$ cat src/rtl/muxn_scan.sv
// Registered N-channel, W-bit selector with manual select and round-robin scan.
// ch and f are updated on the same edge from the same next-channel value.
module muxn_scan #(
    parameter int N     = 3,
    parameter int W     = 1,
    parameter int DWELL = 4,
    localparam int SW   = $clog2(N)
) (
    input  logic            clk,
    input  logic            rst_n,
    input  logic [N*W-1:0]  x,
    input  logic [SW-1:0]   sel,
    input  logic            mode,
    input  logic            hold,
    output logic [W-1:0]    f,
    output logic [SW-1:0]   ch,
    output logic            step,
    output logic            sel_err
);

    localparam int CW = $clog2(DWELL) + 1;

    localparam logic [SW:0]   N_EXT      = (SW + 1)'(N);
    localparam logic [SW-1:0] CH_LAST    = SW'(N - 1);
    localparam logic [CW-1:0] DWELL_LAST = CW'(DWELL - 1);

    logic [SW-1:0] ch_q, ch_d;
    logic [CW-1:0] cnt_q, cnt_d;
    logic [W-1:0]  f_q, f_d;
    logic          step_q, step_d;
    logic          sel_err_q, sel_err_d;

    logic          sel_ok;
    logic          dwell_done;

    // Zero-extend sel so the compare also works when N is a power of two.
    assign sel_ok     = ({1'b0, sel} < N_EXT);
    assign dwell_done = (cnt_q == DWELL_LAST);

    always_comb begin
        // NOTE: every always_comb output gets a default first so no latch is inferred.
        ch_d = ch_q;
        if (hold) begin
            ch_d = ch_q;
        end else if (!mode) begin
            if (sel_ok) begin
                ch_d = sel;
            end
        end else if (dwell_done) begin
            ch_d = (ch_q == CH_LAST) ? '0 : ch_q + 1'b1;
        end
    end

    always_comb begin
        cnt_d = cnt_q;
        if (hold) begin
            cnt_d = cnt_q;
        end else if (!mode) begin
            cnt_d = '0;
        end else if (dwell_done) begin
            cnt_d = '0;
        end else begin
            cnt_d = cnt_q + 1'b1;
        end
    end

    // Data follows the next channel so f and ch stay coherent after each edge.
    always_comb begin
        f_d = '0;
        for (int k = 0; k < N; k++) begin
            if (ch_d == SW'(k)) begin
                f_d = x[k*W +: W];
            end
        end
    end

    assign step_d    = (ch_d != ch_q);
    assign sel_err_d = !mode && !hold && !sel_ok;

    always_ff @(posedge clk) begin
        // NOTE: sequential state uses non-blocking assignments only.
        if (!rst_n) begin
            ch_q      <= '0;
            cnt_q     <= '0;
            f_q       <= '0;
            step_q    <= 1'b0;
            sel_err_q <= 1'b0;
        end else begin
            ch_q      <= ch_d;
            cnt_q     <= cnt_d;
            f_q       <= f_d;
            step_q    <= step_d;
            sel_err_q <= sel_err_d;
        end
    end

    assign f       = f_q;
    assign ch      = ch_q;
    assign step    = step_q;
    assign sel_err = sel_err_q;

endmodule
$ cat config.mk
export PLATFORM = sky130hd
export DESIGN_NAME = muxn_scan
export DESIGN_NICKNAME = d
export VERILOG_FILES = /design/src/rtl/muxn_scan.sv
export SDC_FILE = /design/constraint.sdc
export NUM_CORES = 1
export LEC_CHECK = 0
export BUFFER_PORTS_ARGS = -buffer_cell sky130_fd_sc_hd__buf_4
export CAP_MARGIN = 20
export CORE_AREA = 2 2 39 41
export CTS_CLUSTER_DIAMETER = 150
export DETAILED_ROUTE_END_ITERATION = 6
export DIE_AREA = 0 0 41 43
export GPL_TIMING_DRIVEN = 0
export PLACE_DENSITY = 0.64
export SYNTH_ARGS = -nofsm -noshare
export SYNTH_HDL_FRONTEND = slang
export SYNTH_SLANG_ARGS = --single-unit
export TNS_END_PERCENT = 5
$ cat constraint.sdc
create_clock -name clk -period 2.1 [get_ports clk]
set_input_delay 0.315 -clock clk [delete_from_list [all_inputs] [get_ports clk]]
set_output_delay 0.315 -clock clk [all_outputs]
set_load 0.02 [all_outputs]
==> results by group <==
Logic synthesis
  • Synth top cells by count: dfxtp_1 (8), a21oi_1 (5), inv_1 (5), nor2_1 (5), nor3_1 (4)
  • Ys flop type: dfxtp_1
  • Async S/R FF share, synth: 0
  • Syn avg cell area: 8.29 µm²
  • Cells after Synth: 56
  • Count leader, synth: dfxtp_1
  • Post-synthesis register bit count: 8
  • EDFF count, synth: 0
  • Synth warn: 0
  • Cell accounting for the most synthesized area: dfxtp_1
  • Seq/Total Area, Yosys: 0.345
  • Post-synth top area share: 0.345
  • Synth area leaders: dfxtp_1 (35%), a21oi_1 (5.4%), nor3_1 (4.3%)
  • Library cells used by synthesis: 26
  • Post-synth net total: 66
  • Mapped cell area: 464 µm²

CTS
  • Setup Buffers After CTS: 0
  • CTS Hold Bufs: 0
  • CTS sink cnt: 8
  • CTS tree: done
  • Clock Pin Slew Worst Setup and Hold Paths: 0.05 ns
  • Worst-case clock buffer depth: 2
  • CTS buffer count: 3
  • Clock Tree Root: clkbuf_4
  • Clock Latency Late Sink: 0.25 ns
  • H-tree level count: 1
  • Cts repair resizes: 0

Pwr
  • Maximum VDD drop: 0.222 mV
  • Leakage power: 0.000257 µW
  • Power, Total: 339 µW
  • PwrDens: 567 mW/mm²

Finish
  • FILL cells: 142
  • Fin nets: 83
  • Area delta synth->final: 28.6%
  • Layout cells sized above 1: 0.310
  • Flip-flop and latch area: 160 µm²
  • Area of the multi-input gates: 269 µm²
  • N_diodes: 0

Worst setup path
  • Critical path class: reg -> reg
  • CP startpoint kind: flip-flop
  • Crit-path max FO: 5
  • Crit path largest cell delay: 0.35 ns
  • CP max-delay cell: dfxtp_1
  • Crit path DAT: 1.67 ns
  • Critical path endpoint category: flip-flop
  • Crit-path cells: ha_1 -> and4bb_1 -> o21ai_1 -> a21boi_2 -> o21a_1 -> o41ai_2
  • Worst EP required: 2.26 ns

Drt
  • Iteration-0 DRC Markers: 11
  • Final ANT Viol Nets: 0
  • Post-Route WL: 940 µm
  • # DRC: 0
  • Vias per Instance: 5.17
  • Drt pass-1 iters: 4
  • Vias: 450
  • DR WL/cell: 10.8 µm

Floorplan
  • Core ar.: 0.00138 mm²
  • Die Width: 41 µm
  • Top Ports: 14
  • Placement Rows: 14
  • Die Y: 43 µm
  • Die Area: 0.00176 mm²
  • Initial core utilization: 0.335

Worst hold path
  • Tightest Hold Check Type: in -> reg

STA
  • Final clock skew: 0.00173 ns
  • Final hold violations: 0
  • # setup viols final: 0
  • TNS Setup: 0 ns
  • Max_slew headroom: 0.753
  • Tmin final: 1.51 ns
  • Worst slew pin tran: 0.368 ns
  • Fin crit share: 0.719
  • Final Max Tran Viols: 0
  • Unrepaired setup endpoints after global routing: no
  • Highest clock rate: 0.663 GHz

Global route
  • First-pass GRT wire length: 1580 µm
  • Initial antenna violation count: 0
  • Pin count of the biggest net entering global routing: 11
  • Gr ovfl total: 0
  • Vias in the first global route: 404
  • Total global-route track usage: 0.136

Placed design
  • PortBufs: 12
  • Detailed placement HPWL: 717 µm
  • GP Congestion: 0.704

Flow run
  • Max-cap viol count: 0

Outcome
  • Outcome: finished clean
-- placed cells by master, fill, tap and decap left out --
cell type	Yosys	final
nor2b_1	2	2
a31oi_1	1	1
nand2_1	3	3
nor3_1	4	4
nor2_1	5	5
a21oi_1	5	5
nor2b_2	1	1
a31o_2	1	1
clkbuf_4	0	3
inv_1	5	5
o21ai_1	1	1
nand2b_1	2	2
a21boi_2	1	1
buf_2	1	1
buf_4	0	12
and4bb_1	1	1
and4b_2	1	1
a22oi_1	2	2
ha_1	1	1
o21ai_0	3	3
and3b_1	1	1
dfxtp_1	8	8
nand4_1	1	1
nor3b_1	1	1
o41ai_2	1	1
buf_6	1	1
o21a_1	2	2
o2111ai_1	1	1
-- routing by layer --
layer / track usage / part of all wire / vias up
met5: 0 / 0 / -
met4: 0.0800 / 0.028 / 0
met3: 0.0628 / 0.062 / 5
met2: 0.197 / 0.46 / 12
met1: 0.155 / 0.45 / 200
li1: - / - / 233
-- metrics by stage --
stage          hold WS [ns]  area, µm²  setup slack, ns  cells  utilization
2_1_floorplan         0.433        464            0.702     56            -
3_3_place_gp          0.494        574            0.557     84        0.415
3_5_place_dp          0.501        574            0.578     84        0.415
4_1_cts               0.312        597            0.566     87        0.431
5_1_grt               0.325        597            0.473     87        0.431
6_report              0.317        597            0.591     87        0.431
-- state kept, by name, summed over array words and instances, names as in the netlist --
register	count
cnt_q	3
sel_err	1
f	1
ch	2
step	1
-- worst max-delay path: cells and delay by family (launching register included) --
kind	cells	cell delay, ns
fa+ha+maj	1	0.24
flops	1	0.35
simple gates	1	0.21
compound gates	4	0.62
-- power breakdown --
group | leakage [µW] | switching [µW] | internal (µW)
Sequential | 0.0000652 | 3.71 | 158
Combinational | 0.000178 | 30.3 | 30.5
Clock | 0.0000138 | 51.2 | 65.3
-- layout make-up --
cell class	instances	share of cell area
repair buffers	12	0.151
well taps	16	0.0335
plain buffers	2	0.0273
inverters	5	0.0314
multi-input cells	41	0.451
flip-flops and latches	8	0.268
clock buffers	3	0.0377
-- worst paths after layout --
kind	from	to	slack [ns]	cells past startpoint
setup / recovery	cnt_q[0]	f	0.59	6
hold / removal	rst_n	ch[1]	0.32	2
setup reg to reg	cnt_q[0]	f	0.59	6
hold reg to reg	cnt_q[2]	cnt_q[2]	0.51	2
-- kinds of logic (layout without fill, tap and decap cells) --
kind of cell	count (synthesis)	in the layout	share of synthesized area
and+or+nand+nor	22	22	0.280
adders and majority gates	1	1	0.0269
DFF	8	8	0.345
AOI/OAI and AO/OA	18	18	0.272
buffers and inverters	7	22	0.0755
No activity file was read; power rests on OpenSTA's default activity.
